--- config.mk ---
export PLATFORM = sky130hd
export DESIGN_NAME = msk_and_hpc2_stream
export DESIGN_NICKNAME = d
export VERILOG_FILES = /design/src/rtl/msk_and_hpc2_stream.sv
export SDC_FILE = /design/constraint.sdc
export NUM_CORES = 1
export LEC_CHECK = 0
export CAP_MARGIN = 15
export CORE_AREA = 5 5 42 44
export CTS_CLUSTER_SIZE = 8
export DETAILED_ROUTE_END_ITERATION = 8
export DIE_AREA = 0 0 47 49
export DONT_BUFFER_PORTS = 1
export SLEW_MARGIN = 20
export SYNTH_ARGS = -nofsm -noshare
export SYNTH_HDL_FRONTEND = slang
export SYNTH_SLANG_ARGS = --single-unit
--- constraint.sdc ---
create_clock -name clk -period 1.28 [get_ports clk]
set_input_delay 0.192 -clock clk [delete_from_list [all_inputs] [get_ports clk]]
set_output_delay 0.192 -clock clk [all_outputs]
set_load 0.01 [all_outputs]
--- src/rtl/msk_and_hpc2_stream.sv ---
// rtl/msk_and_hpc2_stream.sv - W-bit-parallel d-share HPC2 masked AND, 2-stage valid/ready pipeline
// Stage 1 samples shares and randomness on accept; stage 2 holds the gadget products feeding the output XOR.
module msk_and_hpc2_stream #(
  parameter int d    = 2,
  parameter int W    = 1,
  parameter bit SWAP = 1'b0
) (
  input  logic                          clk,
  input  logic                          rst,
  input  logic                          in_valid,
  output logic                          in_ready,
  input  logic [d*W-1:0]                ina,
  input  logic [d*W-1:0]                inb,
  input  logic [W*(d*(d-1)/2)-1:0]      rnd,
  output logic                          out_valid,
  input  logic                          out_ready,
  output logic [d*W-1:0]                out
);

  localparam int RPB = d * (d - 1) / 2;

  typedef logic [d-1:0][W-1:0]         shr_t;
  typedef logic [d-1:0][d-1:0][W-1:0]  pair_t;

  // Row-major position of pair (i<j) inside one bit's randomness slice.
  function automatic int pair_idx(input int i, input int j);
    int base;
    base = 0;
    for (int m = 0; m < i; m++) base = base + (d - 1 - m);
    return base + (j - i - 1);
  endfunction

  shr_t  x_in, y_in;
  pair_t r_mat, u_d, v_d, s_d, t_d;
  shr_t  p_d, out_sh;

  pair_t u_r, v_r, s_r, t_r;
  shr_t  x1_r, p_r, q_r;
  logic  s1_valid, s2_valid;
  logic  s2_can_load, accept, advance;

  assign x_in = SWAP ? inb : ina;
  assign y_in = SWAP ? ina : inb;

  assign s2_can_load = !s2_valid || out_ready;
  assign in_ready    = !s1_valid || s2_can_load;
  assign accept      = in_valid && in_ready;
  assign advance     = s1_valid && s2_can_load;
  assign out_valid   = s2_valid;

  // Diagonal entries stay zero so they drop out of every later AND/XOR.
  always_comb begin
    r_mat = '0;
    u_d   = '0;
    v_d   = '0;
    p_d   = '0;
    for (int i = 0; i < d; i++) begin
      p_d[i] = x_in[i] & y_in[i];
      for (int j = 0; j < d; j++) begin
        if (i != j) begin
          for (int k = 0; k < W; k++) begin
            r_mat[i][j][k] = (i < j) ? rnd[k*RPB + pair_idx(i, j)]
                                     : rnd[k*RPB + pair_idx(j, i)];
          end
          u_d[i][j] = y_in[j] ^ r_mat[i][j];
          v_d[i][j] = r_mat[i][j];
        end
      end
    end
  end

  always_comb begin
    s_d = '0;
    t_d = '0;
    for (int i = 0; i < d; i++) begin
      for (int j = 0; j < d; j++) begin
        s_d[i][j] = x1_r[i] & u_r[i][j];
        t_d[i][j] = ~x1_r[i] & v_r[i][j];
      end
    end
  end

  // Final share compression reads stage-2 registers only.
  always_comb begin
    out_sh = '0;
    for (int i = 0; i < d; i++) begin
      out_sh[i] = q_r[i];
      for (int j = 0; j < d; j++) begin
        out_sh[i] = out_sh[i] ^ s_r[i][j] ^ t_r[i][j];
      end
    end
  end

  assign out = out_sh;

  always_ff @(posedge clk or posedge rst) begin
    if (rst) begin
      u_r      <= '0;
      v_r      <= '0;
      x1_r     <= '0;
      p_r      <= '0;
      s_r      <= '0;
      t_r      <= '0;
      q_r      <= '0;
      s1_valid <= 1'b0;
      s2_valid <= 1'b0;
    end else begin
      if (accept) begin
        u_r  <= u_d;
        v_r  <= v_d;
        x1_r <= x_in;
        p_r  <= p_d;
      end
      if (advance) begin
        s_r <= s_d;
        t_r <= t_d;
        q_r <= p_r;
      end
      s1_valid <= accept || (s1_valid && !s2_can_load);
      if (s2_can_load) s2_valid <= s1_valid;
    end
  end

endmodule

After elaboration in Yosys (flattened, before gate mapping)
Cells that the tools add are included.

storage, ports and cells
  output and inout port bits = 4
  bits in registers = 15
  word-level logic and storage cells = 38
  input bits = 9

cells by class
  reductions and logical operators = 9
  bitwise logic cells = 14

operators by type and width
  kind               count
  1-bit bitwise AND  6
  1-bit XOR          6
  1-bit logical AND  3
  1-bit logical NOT  3
  1-bit logical OR   3
  1-bit inverter     2

Logic depth before layout (Yosys ltp)
Gate-level depths: netlist of the first run.

  word-level depth = 5
  gate-level depth with buffers = 3
  mapped depth without buffers = 3

Worst setup path after synthesis of the first run
No wires, ideal clock.

  path kind = register to register
  from = register s2_valid (netlist: out_valid)
  to = register u_r[1] (netlist name)
  path buffers = 0
  setup time = 125 ps
  required time = 1155 ps
  arrival = 1057 ps
  period minus slack after synthesis = 1181 ps
  path slack = 99 ps
  stages on the path, launching flop included = 4
  path through = dfrtp_1 > nand3b_4 > nand2_2 > mux2_2

on the way
  cells in the longest elaborated chain, start to end = 4

ends and longest elaborated chain
  item                    RTL line  RTL
  start, declared         39        logic s1_valid, s2_valid;
  start signal, assigned  120       if (s2_can_load) s2_valid <= s1_valid;
  1-bit logical NOT       45        assign s2_can_load = !s2_valid || out_ready;
  1-bit logical OR        45
  1-bit logical OR        46        assign in_ready = !s1_valid || s2_can_load;
  via in_ready            11        output logic in_ready,
  1-bit logical AND       47        assign accept = in_valid && in_ready;
  end signal, assigned    109       u_r <= u_d;
  end, declared           37        pair_t u_r, v_r, s_r, t_r;

The timed path passes the listed nets, and every way through them passes these cells.
A chain may end at the register's enable or synchronous reset.

Final worst setup path of the first run
  from = register s_r[1] (netlist name)
  to = output out[0]

on the way
  cells in the longest elaborated chain, start to end = 2

ends and longest elaborated chain
  item                    RTL line  RTL
  start, declared         37
  start signal, assigned  102       s_r <= '0;
  start signal, assigned  115       s_r <= s_d;
  1-bit XOR (2 in a row)  89        out_sh[i] = out_sh[i] ^ s_r[i][j] ^ t_r[i][j];
  end, declared           17        output logic [d*W-1:0] out

Every way passes these cells.

==> results.tsv, run 1 <==
stage	metric	value	unit
outcome	status	complete, no violations	
drt	ant_nets	0	
clocking	clk_pin_slew	0.08	ns
sta	finalSetupViolations	0	
synthesis	postSynthCellCount	47	
placement	io_buffers	0	
drt	drcViolationCount	0	
sta	hold_slack	0.0113	ns
clocking	htreeDepth	1	
synthesis	synth_nets	56	
setup_path	regToRegEndpoint	u_r[1]	
sta	skew	0.00681	ns
cells_and_area	nNetsFinal	65	
global_routing	grt_max_degree	16	
synthesis	synth.distinct_cells	13	
setup_path	endpoint	out[0]	
sta	period_minus_slack	1.27	ns
cells_and_area	drive_above_1_share	45.5	%
setup_path	timing.rr.start	s1_valid	
setup_path	endpoint_kind	output port	
clocking	cts_buffer_depth	2	
clocking	cts_made_buffers	3	
power	p_leak	0.346	nW
setup_path	cp_cell_sequence	xnor2_1 > xnor2_1	
cells_and_area	antenna_cells	0	
global_routing	grt_pass1_wl	1880	um
drt	drt_pass1_iterations	4	
global_routing	grt_usage	11.4	%
cells_and_area	area_growth	14.6	%
sta	fin_setup_tns	0	ns
synthesis	yosysWarnings	0	
worst_hold_path	hold_path.class	in2reg	
drt	routed_wirelength	1090	um
synthesis	ys_ff_latch	15	
sta	worst_slew_pin_slew	0.544	ns
clocking	cts_root_buf	clkbuf_4	
placement	placed_area	697	um2
clocking	insertion_delay	0.28	ns
floorplanning	start_util	47.2	%
setup_path	path_class	reg2out	
global_routing	grt_overflow	0	
floorplanning	fp.dieH	49	um
sta	fmax	0.785	GHz
power	p_per_area	1510	nW/um2
setup_path	crit_path_max_fanout	2	
clocking	cts_tree	done	
synthesis	yosysSeqAreaShare	56.7	%
sta	drv_slew	0	
setup_path	r2r_cells	3	
sta	min_period_over_period	99.5	%
setup_path	crit_path_top_delay_cell	dfrtp_1	
sta	rsz0062_at_grt	true	
drt	vias_per_cell	5.39	
drt	wire_per_inst	15.3	um
setup_path	cp.required	1.09	ns
cells_and_area	design_area	758	um2
clocking	clock-sinks	15	
cells_and_area	stdcell_count	71	
synthesis	synth.cell_area	662	um2
setup_path	slowest_delay	0.39	ns
setup_path	cp_data_arrival_time	1.08	ns
synthesis	yosysTopAreaCell	dfrtp_1	
setup_path	cp-startpoint	s_r[1]	
sta	slew_headroom	63.7	%
floorplanning	pin_count	13	
global_routing	grt_pass1_vias	423	
drt	drt-initial-drc-count	5	
placement	place_inst	65	
sta	hold_viol	0	
global_routing	antenna_found_initial	0	
job	maxCapViolCount	0	
floorplanning	die_w	47	um
setup_path	crit_top_cell	xnor2_1	
drt	vias	383	
setup_path	start_kind	flip-flop	
placement	gp_congestion	0.796	
synthesis	yosys-top-cells-area	dfrtp_1, mux2_2, a21bo_2	
synthesis	avgSynthCellArea	14.1	um2
floorplanning	rows	14	
setup_path	rrSetupSlack	0.08	ns
floorplanning	die-area	2300	um2
synthesis	synth_top_area_share	56.7	%
power	ir_drop	0.730	mV
floorplanning	core	1400	um2
Yosys cell counts:
cell and count:
mux2_2 9, a21bo_2 4, nand4_1 4, nand2b_2 1, inv_1 1, dfrtp_1 15
nand2b_1 2, nand2_2 1, xnor2_1 4, nor2b_1 2, xor2_1 2, nand3b_4 1
nand2_1 1
layer usage:
metal	wire length [um]	GRT usage, %	share of wire (%)	vias to the layer above
met3	111	4.06	10	2
met5	0	0	0	-
li1	-	-	-	179
met2	511	16.3	47	19
met4	15	5.53	1.4	0
met1	450	14.9	41	183
worst max-delay path: cells and delay by family, from the launching register on:
family | cells | cell delay [ns]
flip-flops | 1 | 0.39
XOR/XNOR | 2 | 0.42
power by group:
part / switching, W / internal, W
combinational: 0.000107 / 0.000160
clock: 0.000139 / 0.000121
sequential: 0.0000671 / 0.000552
total: 0.000313 / 0.000833
layout make-up:
| class | instances | area [um2] |
|---|---|---|
| Fill cell | 122 | 643 |
| Sequential cell | 15 | 375 |
| Multi-Input combinational cell | 31 | 300 |
| Timing Repair Buffer | 4 | 32.5 |
| Clock buffer | 4 | 26.3 |
| Tap cell | 16 | 20.0 |
| Inverter | 1 | 3.75 |
per-stage QoR:
step	total power [W]	utilization, %	setup slack, ns
after floorplan	0.000806	-	0.0986
after detailed placement	0.000860	49.7	0.0893
final	0.00115	54.1	0.00576
after global placement	0.000845	49.7	0.127
after CTS	0.00112	52.3	-0.0201
after global routing	0.00121	54.1	-0.0349
cell usage in the layout (no fill, tap or decap), types with 2 or more instances in the layout:
cell,count
xor2_1,2
nand2_2,2
nand2b_1,2
nand4_1,4
dfrtp_1,15
clkbuf_4,3
a21bo_2,4
xnor2_1,2
nor2b_1,2
mux2_2,9
buf_4,3
xnor2_2,2
kinds of logic after synthesis:
logic type	Yosys count	share of synthesized area (%)
muxes	9	15.3
buffers and inverters	1	0.567
AOI/OAI and AO/OA	4	6.05
DFF	15	56.7
xor gates and xnor gates	6	7.94
and+or+nand+nor	12	13.4
state kept, by name, summed over array words and instances, names as in the netlist:
register and flops:
p_r 2, q_r 2, s_r 2, t_r 2, u_r 2, x1_r 2, out_valid 1, s1_valid 1
v_r 1
worst min-delay path by stage:
stage              from         to  slack (ns)  cells after the start
2_1_floorplan       rst  out_valid        0.09                      1
3_3_place_gp        rst     q_r[1]        0.13                      1
3_5_place_dp        rst     q_r[1]        0.15                      1
4_1_cts        in_valid   s1_valid       0.008                      1
5_1_grt        in_valid   s1_valid       0.002                      1
6_report       in_valid   s1_valid        0.01                      1
timing repair:
item | CTS | global route
endpoints found under the hold margin | 15 | 0
pin swaps | 0 | 1
setup endpoints to repair | 2 | 4
resized for setup | 0 | 3
hold buffers | 1 | 0
buffers inserted | 0 | 1
Note: power is estimated with default switching activity, not from simulation.
==> run 2, diff against run 1 <==
--- a/config.mk
+++ b/config.mk
@@ -11,6 +11,7 @@
 export DETAILED_ROUTE_END_ITERATION = 8
 export DIE_AREA = 0 0 47 49
 export DONT_BUFFER_PORTS = 1
+export MAX_ROUTING_LAYER = met4
 export SLEW_MARGIN = 20
 export SYNTH_ARGS = -nofsm -noshare
 export SYNTH_HDL_FRONTEND = slang
==> run 2 against run 1 <==
Against the previous run:
- highest routed layer unchanged
- register-to-register slack is essentially flat
- hold slack is essentially flat
- sequential cell count is the same
- largest power group unchanged
- power is essentially flat
- clock power is essentially flat
- clock-buffer cell count is the same
- combinational power is essentially flat
- core utilization is the same
- worst setup slack is essentially flat
- critical endpoint unchanged
- clock skew is essentially flat
- die area is the same
==> results.tsv, run 2 (same netlist as run 1, synthesis figures left out) <==
stage	metric	value	unit	change
sta	period_minus_slack	1.27	ns	-0.000358 ns
setup_path	cp.required	1.09	ns	about the same
cells_and_area	area_growth	14.6	%	unchanged
setup_path	rrSetupSlack	0.08	ns	about the same
sta	rsz0062_at_grt	true		
sta	fmax	0.785	GHz	about the same
drt	routed_wirelength	1090	um	+0.28%
setup_path	cp_data_arrival_time	1.08	ns	about the same
drt	drt-initial-drc-count	5		unchanged
floorplanning	die-area	2300	um2	unchanged
sta	finalSetupViolations	0		unchanged
cells_and_area	antenna_cells	0		unchanged
drt	wl_met2	512	um	+0.20%
setup_path	path_class	reg2out		
sta	hold_viol	0		unchanged
placement	place_inst	65		unchanged
clocking	cts_tree	done		
setup_path	cp_cell_sequence	xnor2_1 > xnor2_1		
clocking	cts_made_buffers	3		unchanged
sta	worst_slew_pin_slew	0.544	ns	unchanged
setup_path	endpoint_kind	output port		
outcome	status	complete, no violations		
global_routing	grt_pass1_vias	425		+0.47%
floorplanning	core	1400	um2	unchanged
cells_and_area	design_area	758	um2	unchanged
worst_hold_path	whs_path_depth	1		unchanged
sta	drv_slew	0		unchanged
clocking	clk_pin_slew	0.08	ns	about the same
drt	drt_pass1_iterations	4		unchanged
worst_hold_path	min_to	s1_valid		
drt	wl_met1	460	um	+2.2%
setup_path	start_kind	flip-flop		
floorplanning	fp.dieH	49	um	unchanged
drt	ant_nets	0		unchanged
sta	skew	0.00705	ns	+0.000239 ns
cells_and_area	fin_util	54.1	%	unchanged
placement	placed_area	697	um2	unchanged
power	ir_drop	0.730	mV	about the same
job	maxCapViolCount	0		unchanged
drt	wire_per_inst	15.4	um	+0.28%
sta	min_period_over_period	99.5	%	about the same
cells_and_area	nNetsFinal	65		unchanged
setup_path	regToRegEndpoint	u_r[1]		
power	p_leak	0.346	nW	unchanged
setup_path	crit_path_max_fanout	2		unchanged
global_routing	grt_usage	11.7	%	+0.29 points
clocking	htreeDepth	1		unchanged
global_routing	antenna_found_initial	0		unchanged
cells_and_area	drive_above_1_share	45.5	%	unchanged
setup_path	timing.rr.start	s1_valid		
cells_and_area	layout_common_cells	dfrtp_1, mux2_2, nand4_1, a21bo_2		
setup_path	crit_top_cell	xnor2_1		
global_routing	grt_overflow	0		unchanged
clocking	cts_root_buf	clkbuf_4		
drt	met3_length	102	um	-8.1%
clocking	cts_buffer_depth	2		unchanged
drt	vias_per_cell	5.41		+0.26%
setup_path	cp_num_buf_inv	0		unchanged
power	p_per_area	1510	nW/um2	about the same
drt	maxUsedRoutingLayer	met4		
setup_path	crit_family	XOR/XNOR gates		
floorplanning	die_w	47	um	unchanged
setup_path	r2r_cells	3		unchanged
worst_hold_path	hold_path.class	in2reg		
global_routing	grt_pass1_wl	1880	um	unchanged
floorplanning	rows	14		unchanged
drt	vias	384		+0.26%
clocking	clock-sinks	15		unchanged
cells_and_area	stdcell_count	71		unchanged
sta	hold_slack	0.0113	ns	-0.000000300 ns
floorplanning	pin_count	13		unchanged
floorplanning	start_util	47.2	%	unchanged
placement	gp_congestion	0.808		+1.4%
placement	io_buffers	0		unchanged
drt	drcViolationCount	0		unchanged
cells_and_area	final_common_cell	dfrtp_1		
global_routing	grt_max_degree	16		unchanged
sta	slew_headroom	63.7	%	unchanged
setup_path	slowest_delay	0.39	ns	about the same
worst_hold_path	worstHoldStart	in_valid		
clocking	insertion_delay	0.28	ns	about the same
setup_path	crit_path_top_delay_cell	dfrtp_1		
run 2: area by class of cell:
class / instances / area, um2
fillers: 122 / 643
flip-flops and latches: 15 / 375
multi-input cells: 31 / 300
repair buffers: 4 / 32.5
clock buffers: 4 / 26.3
well taps: 16 / 20.0
inverters: 1 / 3.75
run 2: what timing repair did:
| action | 4_1_cts | 5_1_grt |
|---|---|---|
| hold buffers | 1 | 0 |
| buffers inserted | 0 | 1 |
| pin swaps | 0 | 1 |
| endpoints found under the setup margin | 2 | 4 |
| resized for setup | 0 | 3 |
| endpoints found under the hold margin | 15 | 0 |
run 2: stage by stage:
step,setup WS (ns),TNS [ns],total power (W)
2_1_floorplan,0.0986,0,0.000806
3_3_place_gp,0.127,0,0.000845
4_1_cts,-0.0201,-0.0352,0.00112
3_5_place_dp,0.0893,0,0.000860
6_report,0.00612,0,0.00115
5_1_grt,-0.0349,-0.0677,0.00121
run 2: worst max-delay path by stage:
stage / from / to / slack (ns) / depth (start not counted)
CTS: s_r[2] / out[1] / -0.02 / 2
detailed placement: out_valid / t_r[1] / 0.09 / 3
finish: s_r[1] / out[0] / 0.006 / 2
global placement: out_valid / t_r[1] / 0.13 / 3
global route: s_r[1] / out[0] / -0.03 / 2
floorplan: out_valid / u_r[1] / 0.1 / 3
run 2: worst reg2reg max path, cell delays in order (launching register included):
cell and delay (ns):
dfrtp_1 0.47, nand3b_4 0.11, nand2_2 0.15, mux2_2 0.36
run 2: power breakdown:
part | total (W) | switching (W) | internal [W]
Combinational | 0.000266 | 0.000107 | 0.000160
Clock | 0.000260 | 0.000139 | 0.000121
Sequential | 0.000619 | 0.0000671 | 0.000552
run 2: routing by layer:
layer / vias to the layer above / track usage [%]
met1: 185 / 15.3
met4: 0 / 5.53
met5: - / -
met3: 2 / 3.32
li1: 179 / -
met2: 18 / 16.3
==> run 3, diff against run 2 <==
--- a/config.mk
+++ b/config.mk
@@ -11,8 +11,10 @@
 export DETAILED_ROUTE_END_ITERATION = 8
 export DIE_AREA = 0 0 47 49
 export DONT_BUFFER_PORTS = 1
+export GPL_TIMING_DRIVEN = 0
 export MAX_ROUTING_LAYER = met4
 export SLEW_MARGIN = 20
 export SYNTH_ARGS = -nofsm -noshare
 export SYNTH_HDL_FRONTEND = slang
 export SYNTH_SLANG_ARGS = --single-unit
+export TNS_END_PERCENT = 5
==> run 3 against run 2 <==
Against the previous run:
- highest routed layer unchanged
- fmax increased by 0.53%
- first-iteration DRC count fell by 60%
- non-clock buffer count shrank 2
- sequential cell count did not move
- design area shrank 1.7%
- routed wire length is 7.7% lower
- cell count shrank 2.8%
==> results.tsv, run 3 (same netlist as run 1, synthesis figures left out) <==
stage	metric	value	unit	change
cells_and_area	drive_above_1_share	47.2	%	+1.7 points
clocking	insertion_delay	0.27	ns	about the same
placement	placed_area	682	um2	-2.2%
worst_hold_path	hold_path.class	in2reg		
sta	finalSetupViolations	0		unchanged
cells_and_area	layout_common_cells	dfrtp_1, mux2_2, nand4_1, a21bo_2, clkbuf_4		
global_routing	grt_max_degree	16		unchanged
setup_path	path_class	reg2out		
drt	routed_wirelength	1010	um	-7.7%
global_routing	grt_overflow	0		unchanged
placement	dp_hpwl	808	um	
power	switchingPower	0.000304	W	-2.9%
floorplanning	die_w	47	um	unchanged
drt	vias	368		-4.2%
drt	wl_met1	403	um	-12%
cells_and_area	design_area	746	um2	-1.7%
sta	skew	0.00341	ns	-0.00365 ns
clocking	clock-sinks	15		unchanged
drt	drt_pass1_iterations	2		-2
global_routing	grt_usage	10.7	%	-0.97 points
setup_path	crit_path_max_fanout	2		unchanged
floorplanning	rows	14		unchanged
sta	fmax	0.789	GHz	+0.53%
power	p_sw_share	26.8	%	-0.46 points
cells_and_area	fill_cells	128		+4.9%
sta	slew_headroom	64.0	%	+0.33 points
sta	period_minus_slack	1.27	ns	-0.00672 ns
power	p_leak	0.335	nW	-3.1%
clocking	htreeDepth	1		unchanged
drt	drcViolationCount	0		unchanged
setup_path	cp.required	1.09	ns	about the same
sta	hold_slack	0.0240	ns	+0.0127 ns
drt	maxUsedRoutingLayer	met4		
drt	drt-initial-drc-count	2		-3
clocking	cts_made_buffers	3		unchanged
drt	wire_per_inst	14.6	um	-5.0%
outcome	status	complete, no violations		
cells_and_area	area_growth	12.7	%	
sta	worst_slew_pin_slew	0.539	ns	-0.00496 ns
clocking	cts_root_buf	clkbuf_4		
sta	min_period_over_period	99.0	%	-0.52 points
floorplanning	fp.dieH	49	um	unchanged
placement	place_inst	63		-3.1%
setup_path	timing.rr.start	s1_valid		
power	p_per_area	1520	nW/um2	+0.43%
drt	ant_nets	0		unchanged
setup_path	r2r_cells	3		unchanged
sta	rsz0062_at_grt	true		
clocking	clk_pin_slew	0.08	ns	about the same
worst_hold_path	min_to	s1_valid		
clocking	cts_buffer_depth	2		unchanged
clocking	cts_tree	done		
floorplanning	pin_count	13		unchanged
setup_path	rrSetupSlack	0.08	ns	about the same
sta	drv_slew	0		unchanged
power	clock_power_share	22.6	%	about the same
power	fin_total_pwr	0.00113	W	-1.2%
drt	vias_per_cell	5.33		-1.4%
power	p_seq_share	54.6	%	+0.5 points
floorplanning	start_util	47.2	%	unchanged
setup_path	regToRegEndpoint	u_r[1]		
drt	met3_length	87	um	-15%
setup_path	cp_data_arrival_time	1.08	ns	about the same
cells_and_area	final_common_cell	dfrtp_1		
job	maxCapViolCount	0		unchanged
sta	fin_ws	0.0128	ns	+0.00672 ns
power	ir_drop	0.712	mV	-2.4%
drt	wl_met2	503	um	-1.8%
cells_and_area	antenna_cells	0		unchanged
setup_path	start_kind	flip-flop		
placement	io_buffers	0		unchanged
floorplanning	die-area	2300	um2	unchanged
sta	hold_viol	0		unchanged
power	power.internal	0.000828	W	-0.60%
global_routing	antenna_found_initial	0		unchanged
placement	gp_congestion	0.790		-2.2%
global_routing	grt_pass1_vias	417		-1.9%
cells_and_area	nNetsFinal	63		-3.1%
placement	place_ws	-0.0306	ns	-0.120 ns
worst_hold_path	worstHoldStart	in_valid		
floorplanning	core	1400	um2	unchanged
setup_path	endpoint_kind	output port		
cells_and_area	stdcell_count	69		-2.8%
worst_hold_path	whs_path_depth	1		unchanged
global_routing	grt_pass1_wl	1680	um	-11%
power	comb_power_share	22.8	%	-0.5 points
==> run 3: how the worst max path moves through the flow <==
stage | startpoint | endpoint | slack, ns | cells past startpoint
after floorplan | out_valid | u_r[1] | 0.1 | 3
after global placement | out_valid | q_r[0] | 0.02 | 3
after detailed placement | out_valid | t_r[1] | -0.03 | 3
after CTS | s_r[2] | out[1] | -0.01 | 2
after global routing | s_r[2] | out[1] | -0.04 | 2
final | s_r[2] | out[1] | 0.01 | 2
==> run 3: cell type report <==
type	instances	area [um2]	share of cell area, %
Tap cell	16	20.0	2.68
Timing Repair Buffer	2	17.5	2.35
Sequential cell	15	378	50.7
Clock buffer	4	26.3	3.52
Inverter	1	3.75	0.503
Multi-Input combinational cell	31	300	40.3
==> run 3: routing by layer <==
layer / up-vias / track usage (%)
met5: - / -
li1: 175 / -
met2: 12 / 14.3
met4: 0 / 8.29
met3: 2 / 3.69
met1: 179 / 12.7
==> run 3: per-stage QoR <==
| step | setup TNS (ns) | utilization, % |
|---|---|---|
| 5_1_grt | -0.0424 | 53.2 |
| 6_report | 0 | 53.2 |
| 4_1_cts | -0.0175 | 51.3 |
| 2_1_floorplan | 0 | - |
| 3_3_place_gp | 0 | 48.7 |
| 3_5_place_dp | -0.0893 | 48.7 |
==> run 3: power by group through the flow <==
stage,sequential (W),clock [W],combinational (W)
finish,0.000618,0.000256,0.000258
global route,0.000628,0.000291,0.000278
CTS,0.000612,0.000273,0.000230
detailed placement,0.000622,0,0.000227
global placement,0.000615,0,0.000218
floorplan,0.000604,0,0.000202
==> run 3: critical path, stage by stage (launching register included) <==
cell,delay [ns]
dfrtp_1,0.40
xnor2_1,0.14
xnor2_1,0.26
==> run 3: repair_timing <==
item | 4_1_cts | 5_1_grt
resized for setup | 1 | 4
pin swaps | 0 | 1
endpoints found under the setup margin | 6 | 10
hold buffers | 1 | 0
buffers inserted | 0 | 1
endpoints found under the hold margin | 15 | 0
